[src/rtl/scratchpad_dma_engine_pkg.sv]
// ============================================================================
// scratchpad_dma_engine_pkg : shared types and constants for the scratchpad DMA
// Revision: 1.0
// ============================================================================
`default_nettype none

package scratchpad_dma_engine_pkg;

    typedef enum logic [2:0] {
        ST_IDLE  = 3'd0,
        ST_WRITE = 3'd1,
        ST_READ  = 3'd2,
        ST_DRAIN = 3'd3,
        ST_DONE  = 3'd4
    } dma_state_e;

    localparam logic DIR_WRITE = 1'b0;
    localparam logic DIR_READ  = 1'b1;

    localparam int BANK_WGT = 0;
    localparam int BANK_ACT = 1;

    localparam int FIFO_DEPTH = 2;

endpackage

`default_nettype wire

[src/rtl/scratchpad_dma_engine_skid_fifo.sv]
// ============================================================================
// dma_skid_fifo : 2-entry valid/ready FIFO with synchronous flush
// Revision: 1.0
// ============================================================================
`default_nettype none

module dma_skid_fifo #(
    parameter int DATA_WIDTH = 32
) (
    input  logic                  clk,
    input  logic                  rst_n,
    input  logic                  flush,
    input  logic [DATA_WIDTH-1:0] s_tdata,
    input  logic                  s_tvalid,
    output logic                  s_tready,
    output logic [DATA_WIDTH-1:0] m_tdata,
    output logic                  m_tvalid,
    input  logic                  m_tready,
    output logic [1:0]            count
);

    logic [DATA_WIDTH-1:0] slot_q [2];
    logic [DATA_WIDTH-1:0] slot_d [2];
    logic                  wr_ptr_q, wr_ptr_d;
    logic                  rd_ptr_q, rd_ptr_d;
    logic [1:0]            count_q,  count_d;
    logic                  push, pop;

    assign s_tready = (count_q != 2'd2);
    assign m_tvalid = (count_q != 2'd0);
    assign m_tdata  = slot_q[rd_ptr_q];
    assign count    = count_q;
    assign push     = s_tvalid && s_tready;
    assign pop      = m_tvalid && m_tready;

    always_comb begin
        slot_d   = slot_q;
        wr_ptr_d = wr_ptr_q;
        rd_ptr_d = rd_ptr_q;
        count_d  = count_q;
        if (flush) begin
            wr_ptr_d = 1'b0;
            rd_ptr_d = 1'b0;
            count_d  = 2'd0;
        end else begin
            if (push) begin
                slot_d[wr_ptr_q] = s_tdata;
                wr_ptr_d         = ~wr_ptr_q;
            end
            if (pop) begin
                rd_ptr_d = ~rd_ptr_q;
            end
            count_d = count_q + {1'b0, push} - {1'b0, pop};
        end
    end

    always_ff @(posedge clk or negedge rst_n) begin
        if (!rst_n) begin
            slot_q[0] <= '0;
            slot_q[1] <= '0;
            wr_ptr_q  <= 1'b0;
            rd_ptr_q  <= 1'b0;
            count_q   <= 2'd0;
        end else begin
            slot_q    <= slot_d;
            wr_ptr_q  <= wr_ptr_d;
            rd_ptr_q  <= rd_ptr_d;
            count_q   <= count_d;
        end
    end

endmodule

`default_nettype wire

[src/rtl/scratchpad_dma_engine.sv]
// ============================================================================
// scratchpad_dma_engine : host stream <-> banked scratchpad SRAM DMA engine
// Revision: 1.0
// ============================================================================
`default_nettype none

module scratchpad_dma_engine
    import scratchpad_dma_engine_pkg::*;
#(
    parameter int DATA_WIDTH = 32,
    parameter int ADDR_WIDTH = 10,
    parameter int NUM_BANKS  = 2,
    parameter int LEN_WIDTH  = 11,
    localparam int BANK_W    = (NUM_BANKS > 1) ? $clog2(NUM_BANKS) : 1
) (
    input  logic                            clk,
    input  logic                            rst_n,
    input  logic                            cfg_start,
    input  logic                            cfg_dir,
    input  logic [BANK_W-1:0]               cfg_bank,
    input  logic [ADDR_WIDTH-1:0]           cfg_base,
    input  logic [LEN_WIDTH-1:0]            cfg_len,
    input  logic                            cfg_abort,
    output logic                            busy,
    output logic                            done,
    output logic                            err,
    output logic                            aborted,
    output logic [LEN_WIDTH-1:0]            words_done,
    input  logic [DATA_WIDTH-1:0]           s_tdata,
    input  logic                            s_tvalid,
    output logic                            s_tready,
    output logic [DATA_WIDTH-1:0]           m_tdata,
    output logic                            m_tvalid,
    input  logic                            m_tready,
    output logic [NUM_BANKS-1:0]            mem_we,
    output logic [NUM_BANKS-1:0]            mem_re,
    output logic [ADDR_WIDTH-1:0]           mem_addr,
    output logic [DATA_WIDTH-1:0]           mem_wdata,
    input  logic [NUM_BANKS*DATA_WIDTH-1:0] mem_rdata
);

    localparam int DEPTH = 1 << ADDR_WIDTH;
    localparam int SUM_W = LEN_WIDTH + 1;

    dma_state_e              state_q,    state_d;
    logic                    dir_q,      dir_d;
    logic [BANK_W-1:0]       bank_q,     bank_d;
    logic [ADDR_WIDTH-1:0]   addr_q,     addr_d;
    logic [LEN_WIDTH-1:0]    remain_q,   remain_d;
    logic [LEN_WIDTH-1:0]    words_q,    words_d;
    logic                    err_q,      err_d;
    logic                    aborted_q,  aborted_d;
    logic [NUM_BANKS-1:0]    we_q,       we_d;
    logic [ADDR_WIDTH-1:0]   waddr_q,    waddr_d;
    logic [DATA_WIDTH-1:0]   wdata_q,    wdata_d;
    logic                    inflight_q, inflight_d;

    logic [DATA_WIDTH-1:0]   bank_rdata [NUM_BANKS];
    logic [NUM_BANKS-1:0]    bank_sel;
    logic [SUM_W-1:0]        span;
    logic                    range_err;
    logic                    active, abort_now, m_hs, rd_issue;
    logic                    fifo_push, fifo_in_ready;
    logic [1:0]              fifo_count, occ_after_pop;

    for (genvar b = 0; b < NUM_BANKS; b++) begin : g_bank
        assign bank_rdata[b] = mem_rdata[b*DATA_WIDTH +: DATA_WIDTH];
    end

    assign bank_sel  = NUM_BANKS'(1) << bank_q;
    assign span      = SUM_W'(cfg_base) + SUM_W'(cfg_len);
    assign range_err = span > SUM_W'(DEPTH);

    assign active    = (state_q == ST_WRITE) || (state_q == ST_READ) || (state_q == ST_DRAIN);
    assign abort_now = cfg_abort && active;
    assign m_hs      = m_tvalid && m_tready;

    // Occupancy counts the beat leaving this cycle so a 2-entry FIFO can sustain 1 word/cycle.
    assign occ_after_pop = fifo_count - {1'b0, m_hs};
    assign rd_issue  = (state_q == ST_READ) && !cfg_abort &&
                       (({1'b0, occ_after_pop} + {2'b0, inflight_q}) < 3'(FIFO_DEPTH));

    // Returning read data is dropped once the transfer has been aborted.
    assign fifo_push = inflight_q && fifo_in_ready && !cfg_abort &&
                       ((state_q == ST_READ) || (state_q == ST_DRAIN));

    dma_skid_fifo #(
        .DATA_WIDTH (DATA_WIDTH)
    ) u_fifo (
        .clk      (clk),
        .rst_n    (rst_n),
        .flush    (abort_now),
        .s_tdata  (bank_rdata[bank_q]),
        .s_tvalid (fifo_push),
        .s_tready (fifo_in_ready),
        .m_tdata  (m_tdata),
        .m_tvalid (m_tvalid),
        .m_tready (m_tready),
        .count    (fifo_count)
    );

    assign busy       = (state_q != ST_IDLE);
    assign done       = (state_q == ST_DONE);
    assign err        = err_q;
    assign aborted    = aborted_q;
    assign words_done = words_q;
    assign s_tready   = (state_q == ST_WRITE);
    assign mem_we     = we_q;
    assign mem_re     = rd_issue ? bank_sel : '0;
    assign mem_addr   = (state_q == ST_READ) ? addr_q : waddr_q;
    assign mem_wdata  = wdata_q;

    always_comb begin
        state_d    = state_q;
        dir_d      = dir_q;
        bank_d     = bank_q;
        addr_d     = addr_q;
        remain_d   = remain_q;
        words_d    = words_q;
        err_d      = err_q;
        aborted_d  = aborted_q;
        we_d       = '0;
        waddr_d    = waddr_q;
        wdata_d    = wdata_q;
        inflight_d = rd_issue;

        case (state_q)
            ST_IDLE: begin
                if (cfg_start) begin
                    err_d     = 1'b0;
                    aborted_d = 1'b0;
                    words_d   = '0;
                    dir_d     = cfg_dir;
                    bank_d    = cfg_bank;
                    addr_d    = cfg_base;
                    remain_d  = cfg_len;
                    if (range_err) begin
                        err_d   = 1'b1;
                        state_d = ST_DONE;
                    end else if (cfg_len == '0) begin
                        state_d = ST_DONE;
                    end else if (cfg_dir == DIR_READ) begin
                        state_d = ST_READ;
                    end else begin
                        state_d = ST_WRITE;
                    end
                end
            end
            ST_WRITE: begin
                if (abort_now) begin
                    aborted_d = 1'b1;
                    state_d   = ST_DONE;
                end else if (s_tvalid) begin
                    we_d     = bank_sel;
                    waddr_d  = addr_q;
                    wdata_d  = s_tdata;
                    addr_d   = addr_q + ADDR_WIDTH'(1);
                    words_d  = words_q + LEN_WIDTH'(1);
                    remain_d = remain_q - LEN_WIDTH'(1);
                    if (remain_q == LEN_WIDTH'(1)) begin
                        state_d = ST_DONE;
                    end
                end
            end
            ST_READ, ST_DRAIN: begin
                if (m_hs) begin
                    words_d = words_q + LEN_WIDTH'(1);
                end
                if (abort_now) begin
                    aborted_d = 1'b1;
                    state_d   = ST_DONE;
                end else if (state_q == ST_READ) begin
                    if (rd_issue) begin
                        addr_d   = addr_q + ADDR_WIDTH'(1);
                        remain_d = remain_q - LEN_WIDTH'(1);
                        if (remain_q == LEN_WIDTH'(1)) begin
                            state_d = ST_DRAIN;
                        end
                    end
                end else if ((occ_after_pop == 2'd0) && !inflight_q) begin
                    state_d = ST_DONE;
                end
            end
            ST_DONE: begin
                state_d = ST_IDLE;
            end
            default: begin
                state_d = ST_IDLE;
            end
        endcase
    end

    always_ff @(posedge clk or negedge rst_n) begin
        if (!rst_n) begin
            state_q    <= ST_IDLE;
            dir_q      <= DIR_WRITE;
            bank_q     <= '0;
            addr_q     <= '0;
            remain_q   <= '0;
            words_q    <= '0;
            err_q      <= 1'b0;
            aborted_q  <= 1'b0;
            we_q       <= '0;
            waddr_q    <= '0;
            wdata_q    <= '0;
            inflight_q <= 1'b0;
        end else begin
            state_q    <= state_d;
            dir_q      <= dir_d;
            bank_q     <= bank_d;
            addr_q     <= addr_d;
            remain_q   <= remain_d;
            words_q    <= words_d;
            err_q      <= err_d;
            aborted_q  <= aborted_d;
            we_q       <= we_d;
            waddr_q    <= waddr_d;
            wdata_q    <= wdata_d;
            inflight_q <= inflight_d;
        end
    end

endmodule

`default_nettype wire

[config.mk]
export PLATFORM = sky130hd
export DESIGN_NAME = scratchpad_dma_engine
export DESIGN_NICKNAME = d
export VERILOG_FILES = /design/src/rtl/scratchpad_dma_engine_pkg.sv /design/src/rtl/scratchpad_dma_engine_skid_fifo.sv /design/src/rtl/scratchpad_dma_engine.sv
export SDC_FILE = /design/constraint.sdc
export NUM_CORES = 1
export LEC_CHECK = 0
export CAP_MARGIN = 10
export CELL_PAD_IN_SITES_DETAIL_PLACEMENT = 0
export CELL_PAD_IN_SITES_GLOBAL_PLACEMENT = 1
export CORE_ASPECT_RATIO = 1.4
export CORE_MARGIN = 10
export CORE_UTILIZATION = 36
export DETAILED_ROUTE_END_ITERATION = 7
export PLACE_DENSITY_LB_ADDON = 0.12
export RECOVER_POWER = 100
export SYNTH_ARGS = -nofsm -noshare
export SYNTH_HDL_FRONTEND = slang
export SYNTH_SLANG_ARGS = --single-unit
[constraint.sdc]
create_clock -name clk -period 3.3 [get_ports clk]
set_clock_uncertainty 0.15 [all_clocks]
set_input_delay 0.495 -clock clk [delete_from_list [all_inputs] [get_ports clk]]
set_output_delay 0.495 -clock clk [all_outputs]
set_load 0.02 [all_outputs]
==> results of run 1 <==
[placed cells by master (no fill, tap or decap), types with 4 or more instances in the layout]
| master | synthesis | layout |
|---|---|---|
| dfrtp_1 | 151 | 150 |
| clkdlybuf4s50_1 | 0 | 128 |
| o21ai_0 | 101 | 101 |
| nand2_1 | 97 | 96 |
| mux2_2 | 86 | 86 |
| dlygate4sd3_1 | 0 | 84 |
| buf_4 | 0 | 39 |
| nor2_1 | 38 | 37 |
| mux2i_1 | 35 | 35 |
| a21oi_1 | 32 | 31 |
| inv_1 | 18 | 18 |
| ha_1 | 18 | 17 |
| clkbuf_16 | 0 | 17 |
| nand3_1 | 15 | 14 |
| xor2_1 | 9 | 9 |
| and3_1 | 9 | 9 |
| nor3_1 | 9 | 9 |
| clkbuf_1 | 39 | 8 |
| a31oi_1 | 6 | 6 |
| xnor2_1 | 6 | 6 |
| nor4_1 | 6 | 6 |
| o22ai_1 | 6 | 6 |
| or2_2 | 5 | 5 |
| or3_1 | 6 | 5 |
| a22oi_1 | 5 | 5 |
| clkbuf_2 | 0 | 5 |
| a21oi_2 | 3 | 4 |
| a21boi_0 | 4 | 4 |
| inv_6 | 0 | 4 |
| dlymetal6s2s_1 | 0 | 4 |
[repair_timing]
action	in CTS	in global routing
resized for setup	2	9
pin swaps	1	8
buffers inserted	0	3
gates cloned	0	0
hold buffers	0	0
endpoints found under the setup margin	3	4
[through the flow]
step	worst slack, ns	hold WS [ns]	util, %	cell area [µm²]	cells
2_1_floorplan	0.159	0.0494	-	7620	745
4_1_cts	0.00731	0.0226	53.0	11000	1255
6_report	0.0542	0.243	53.0	11000	1258
5_1_grt	0.000785	0.233	53.0	11000	1258
3_3_place_gp	-0.505	0.307	50.0	10400	1223
3_5_place_dp	-0.611	0.317	50.0	10400	1223
[registers in the layout (all words and copies together) (netlist names)]
signal	flops
words_done	11
u_fifo.rd_ptr_q	1
mem_we	2
waddr_q	10
mem_wdata	32
u_fifo.count	2
remain_q	11
state_q	3
bank_q	1
err	1
inflight_q	1
u_fifo.slot_q	64
addr_q	10
aborted	1
u_fifo.wr_ptr_q	1
[critical path, stage by stage]
cell,delay (ns)
clkdlybuf4s50_1,0.45
ha_1,0.33
a21o_1,0.20
a21oi_2,0.17
a21oi_2,0.08
or4_4,0.49
a2111oi_4,0.36
a21oi_2,0.05
o32a_1,0.39
o41a_1,0.37
[layout make-up]
class	count	share of cell area, %
flip-flops and latches	151	34.5
multi-input cells	533	33.3
repair buffers	268	23.1
clock buffers	20	4.07
well taps	256	2.92
clock inverters	12	1.52
inverters	18	0.616
[per-layer routing]
layer	vias up	GRT usage [%]	wire (µm)	share of wire [%]
met5	-	0	0	0
met4	0	5.93	429	1.9
met3	24	3.76	1110	4.8
met2	151	31.3	12700	55
met1	3082	17.8	8910	38
li1	3122	-	-	-
[cells in the mapped netlist (2+ instances only)]
| cell | n | area (µm²) |
|---|---|---|
| a211oi_1 | 2 | 15.0 |
| a21boi_0 | 4 | 30.0 |
| a21o_1 | 3 | 22.5 |
| a21oi_1 | 32 | 160 |
| a21oi_2 | 3 | 26.3 |
| a22oi_1 | 5 | 37.5 |
| a31oi_1 | 6 | 37.5 |
| and2_1 | 3 | 18.8 |
| and3_1 | 9 | 56.3 |
| buf_1 | 4 | 15.0 |
| clkbuf_1 | 39 | 146 |
| dfrtp_1 | 151 | 3780 |
| ha_1 | 18 | 225 |
| inv_1 | 18 | 67.6 |
| mux2_2 | 86 | 968 |
| mux2i_1 | 35 | 350 |
| nand2_1 | 97 | 364 |
| nand2b_1 | 2 | 12.5 |
| nand3_1 | 15 | 75.1 |
| nand4_1 | 2 | 12.5 |
| nor2_1 | 38 | 143 |
| nor2b_1 | 4 | 25.0 |
| nor3_1 | 9 | 45.0 |
| nor4_1 | 6 | 37.5 |
| o211ai_1 | 2 | 15.0 |
| o21ai_0 | 101 | 505 |
| o22ai_1 | 6 | 37.5 |
| o31ai_1 | 2 | 15.0 |
| or2_2 | 5 | 31.3 |
| or3_1 | 6 | 37.5 |
| or4_1 | 2 | 15.0 |
| xnor2_1 | 6 | 52.6 |
| xor2_1 | 9 | 78.8 |
[power by group]
part	switching, mW	internal, mW	total, mW
Combinational	1.45	1.30	2.74
Sequential	0.375	2.29	2.66
Clock	0.793	1.22	2.02
[worst paths after layout]
check,cells past startpoint,to,from,slack [ns]
worst max register to register,10,addr_q[9],u_fifo.count[1],0.31
worst min register to register,2,u_fifo.slot_q[22],u_fifo.slot_q[22],0.33
worst min-delay path,3,addr_q[0],cfg_base[0],0.24
min in group asynchronous,1,u_fifo.slot_q[28],rst_n,0.62
worst max-delay path,10,state_q[2],cfg_base[3],0.05
max in group asynchronous,1,bank_q,rst_n,0.78
[cells by family after synthesis]
family / share of synthesized area, %
AND/OR/NAND/NOR: 12.0
buffers and inverters: 3.00
flip-flops: 49.6
multiplexers: 17.3
AO/OA/AOI/OAI: 13.0
XOR/XNOR: 1.72
adder cells (fa/ha/maj): 3.35
==> reports/metrics.cfg, run 1 <==
[job]
cap_violations = 1

[clock_network]
clk_path_buf_depth = 2
clkLatencyLatePin_ns = 0.42
root_buffer = clkbuf_16
cts_buffers = 17
clk_pin_slew_ns = 0.06
cts_tree = built
clock-sinks = 151
cts.htree.levels = 4

[routing]
drt_iter0_markers = 273
vias = 6379
wl_per_cell_um = 18.4
final_antenna_net_count = 0
remaining_drc_errors = 0
routed_wl_mm = 23.2
vias_per_cell = 5.07
dr.pass1.iters = 5

[yosys]
yosysUniqueCellTypes = 48
ys_warn_count = 0
seq_area_frac_synth_pct = 49.6
netlist_area_mm2 = 0.00762
synthArstFlopShare_pct = 100
syn-num-nets = 889
ys_ff_latch = 151
syn_inst = 745
synth_ff_type = dfrtp_1
synth_edf_count = 0
syn_avg_cell_area_um2 = 10.2

[cells_and_area]
multi_input_area_mm2 = 0.00365
n_antenna_cell = 0
regArea_mm2 = 0.00378
nFillCells = 1797
syn_to_final_growth_pct = 43.9
fin_nets = 1133
layout-drive-gt1-share_pct = 18.3

[grt]
first_global_vias = 6694
grt_util_all_layers_pct = 16.7
overflow = 0
grt_max_degree = 94
antenna_found_initial = 0
grt_pass1_wl_mm = 36.1

[placement]
dp_hpwl_mm = 17.8
port_buffers = 219
routabilityCongestion = 0.835

[timing]
fin_tns_setup_ns = 0
finalMaxSlewViolations = 93
slew_headroom_pct = -59.1
period_needed_ns = 3.25
worst_pin_slew_ns = 2.39
setup_viol = 0
finalCritPeriodShare_pct = 98.4
max_freq_mhz = 308
rsz0062_at_grt = no
hold_violations = 0

[die]
io_pins = 220
die_w_um = 143
dieArea_mm2 = 0.0275
initial_utilization_pct = 36.8
placementRows = 62
core_mm2 = 0.0207
chipHeight_um = 192

[critical_path]
critPathCaptureType = flip-flop
path_class = input port to flip-flop
crit_required_ns = 3.45
critPathLaunchType = input port
arrival_ns = 3.39
cp_max_fo = 4

[power]
vdd_drop_max_v = 0.000385
powerDensity_mw_per_mm2 = 677
p_leak_nw = 5.11
power_mw = 7.43

[min_path]
hp-class = input port to flip-flop

[outcome]
status = finished, violations left
violations = capacitance limit, slew limit

No activity file was read; power rests on OpenSTA's default activity.
==> run 2: changes to the inputs <==
--- a/config.mk
+++ b/config.mk
@@ -8,7 +8,7 @@
 export CAP_MARGIN = 10
 export CELL_PAD_IN_SITES_DETAIL_PLACEMENT = 0
 export CELL_PAD_IN_SITES_GLOBAL_PLACEMENT = 1
-export CORE_ASPECT_RATIO = 1.4
+export CORE_ASPECT_RATIO = 0.8
 export CORE_MARGIN = 10
 export CORE_UTILIZATION = 36
 export DETAILED_ROUTE_END_ITERATION = 7
==> reports/metrics.cfg, run 2 (same netlist as run 1, synthesis figures left out) <==
[outcome]
status = finished clean

[grt]
overflow = 0  ; unchanged
antenna_found_initial = 0  ; unchanged
grt_util_all_layers_pct = 16.8  ; +0.11 points
grt_max_degree = 65  ; -31%
grt_pass1_wl_mm = 37.0  ; +2.6%
first_global_vias = 6915  ; +3.3%

[placement]
routabilityCongestion = 0.857  ; +2.6%
dp_hpwl_mm = 17.6  ; -1.0%
port_buffers = 219  ; unchanged
place_area_mm2 = 0.0104  ; +0.21%

[critical_path]
critPathCaptureType = flip-flop
rrSetupSlack_ns = 0.31  ; about the same
path_class = input port to flip-flop
worstReg2RegStart = state_q[0]
cp_max_fo = 2  ; -2
r2r_cells = 5  ; -5
critPathLaunchType = input port
startpoint = cfg_base[1]
r2r_end = mem_wdata[18]
arrival_ns = 3.40  ; about the same
crit_required_ns = 3.44  ; about the same

[die]
dieArea_mm2 = 0.0274  ; -0.17%
placementRows = 47  ; -24%
io_pins = 220  ; unchanged
initial_utilization_pct = 36.7  ; -0.082 points
core_mm2 = 0.0208  ; +0.22%
die_w_um = 183  ; +28%
chipHeight_um = 150  ; -22%

[clock_network]
cts.htree.levels = 4  ; unchanged
clk_path_buf_depth = 2  ; unchanged
clkLatencyLatePin_ns = 0.41  ; about the same
cts_tree = built
root_buffer = clkbuf_16
cts_buffers = 17  ; unchanged
clk_pin_slew_ns = 0.07  ; about the same
clock-sinks = 151  ; unchanged

[timing]
finalMaxSlewViolations = 0  ; -100%
period_needed_ns = 3.26  ; +0.0134 ns
hold_violations = 0  ; unchanged
finalCritPeriodShare_pct = 98.8  ; +0.41 points
worst_pin_slew_ns = 1.48  ; -0.903 ns
setup_viol = 0  ; unchanged
fin_tns_setup_ns = 0  ; unchanged
max_freq_mhz = 307  ; -0.41%
slew_headroom_pct = 1.13  ; +60 points
hold_slack_ns = 0.327  ; +0.0838 ns

[routing]
dr.pass1.iters = 5  ; unchanged
routed_wl_mm = 23.7  ; +2.2%
remaining_drc_errors = 0  ; unchanged
vias = 6510  ; +2.1%
final_antenna_net_count = 0  ; unchanged
drt_iter0_markers = 283  ; +3.7%
vias_per_cell = 5.10  ; +0.61%
wl_per_cell_um = 18.6  ; +0.78%

[cells_and_area]
fin_area_mm2 = 0.0110  ; +0.62%
largest_reg_flops = 64  ; unchanged
fin_nets = 1138  ; +0.44%
syn_to_final_growth_pct = 44.8
layout-drive-gt1-share_pct = 19.4  ; +1.1 points
post-route-util_pct = 53.2  ; +0.21 points
regMostFlops = u_fifo.slot_q
layout_common_cells = 156 x clkdlybuf4s50_1, 150 x dfrtp_1, 101 x o21ai_0
n_antenna_cell = 0  ; unchanged
final_common_cell = clkdlybuf4s50_1
nFillCells = 1854  ; +3.2%

[power]
power_mw = 7.48  ; +0.79%
vdd_drop_max_v = 0.000444  ; +15%
powerDensity_mw_per_mm2 = 678  ; +0.17%
p_leak_nw = 5.04  ; -1.4%

[min_path]
hold_path.startpoint = u_fifo.slot_q[28]
whs_path_depth = 2  ; -1
hp-class = flip-flop to flip-flop
hold_end = u_fifo.slot_q[28]

[job]
cap_violations = 0  ; -1

[run 2: cell count changes in the layout (fill, tap and decap cells not counted), moves of 3 or more]
| cell | previous run | this run |
|---|---|---|
| buf_4 | 39 | 45 |
| clkbuf_1 | 8 | 1 |
| dlygate4sd3_1 | 84 | 58 |
| dlymetal6s2s_1 | 4 | 1 |
| clkdlybuf4s50_1 | 128 | 156 |
| clkbuf_2 | 5 | 8 |
| clkinv_4 | 3 | 0 |
| inv_8 | 0 | 7 |
[run 2: power breakdown]
| group | internal, mW | total (mW) | switching, mW |
|---|---|---|---|
| registers | 2.29 | 2.63 | 0.340 |
| logic | 1.36 | 2.88 | 1.52 |
| clock network | 1.09 | 1.98 | 0.886 |
| total | 4.74 | 7.48 | 2.75 |
[run 2: how the worst max path moves through the flow]
stage	end	slack (ns)	depth (start not counted)
2_1_floorplan	state_q[2]	0.16	11
3_3_place_gp	state_q[2]	-0.46	12
3_5_place_dp	state_q[2]	-0.55	12
4_1_cts	state_q[2]	0.01	11
5_1_grt	state_q[2]	-0.01	12
6_report	state_q[2]	0.04	12
[run 2: what timing repair did]
item	in CTS	in global routing
pin swaps	7	6
gates resized for setup	12	11
hold endpoints to repair	59	0
setup buffers	7	0
hold buffers	1	0
gates cloned	0	0
endpoints found under the setup margin	3	5
[run 2: layout make-up]
class                           instances  area (µm²)  area share, %
Multi-Input combinational cell        533        3670           33.3
Tap cell                              269         337           3.05
Timing Repair Buffer                  273        2580           23.4
Inverter                               18        67.6          0.612
Clock buffer                           17         425           3.85
Clock inverter                         15         173           1.56
Sequential cell                       151        3780           34.2
[run 2: stage by stage]
step / worst slack, ns / instances
global placement: -0.463 / 1236
floorplan: 0.159 / 745
global route: -0.00964 / 1276
CTS: 0.0133 / 1276
detailed placement: -0.546 / 1236
finish: 0.0408 / 1276
[run 2: worst max-delay path, stage by stage]
cell and delay [ns]:
clkdlybuf4s50_1 0.43, buf_4 0.16, ha_4 0.23, a21oi_2 0.15, nand4b_1 0.18, a21oi_2 0.08
or4_4 0.49, a2111oi_4 0.36, buf_4 0.17, nor2_1 0.03, o32a_1 0.19, o41a_1 0.42
[run 2: per-layer routing]
| layer | share of wire [%] | wire length, µm | GRT usage (%) | up-vias |
|---|---|---|---|---|
| met3 | 9.4 | 2230 | 7.60 | 14 |
| met1 | 44 | 10300 | 21.1 | 3171 |
| li1 | - | - | - | 3127 |
| met5 | 0 | 0 | 0 | - |
| met2 | 46 | 10900 | 26.1 | 198 |
| met4 | 1.0 | 239 | 3.65 | 0 |
==> run 3: changes to the inputs <==
--- a/config.mk
+++ b/config.mk
@@ -5,7 +5,6 @@
 export SDC_FILE = /design/constraint.sdc
 export NUM_CORES = 1
 export LEC_CHECK = 0
-export CAP_MARGIN = 10
 export CELL_PAD_IN_SITES_DETAIL_PLACEMENT = 0
 export CELL_PAD_IN_SITES_GLOBAL_PLACEMENT = 1
 export CORE_ASPECT_RATIO = 0.8
==> results of run 3 <==
No change in the layout: final DEF, timing and power equal those of run 2.
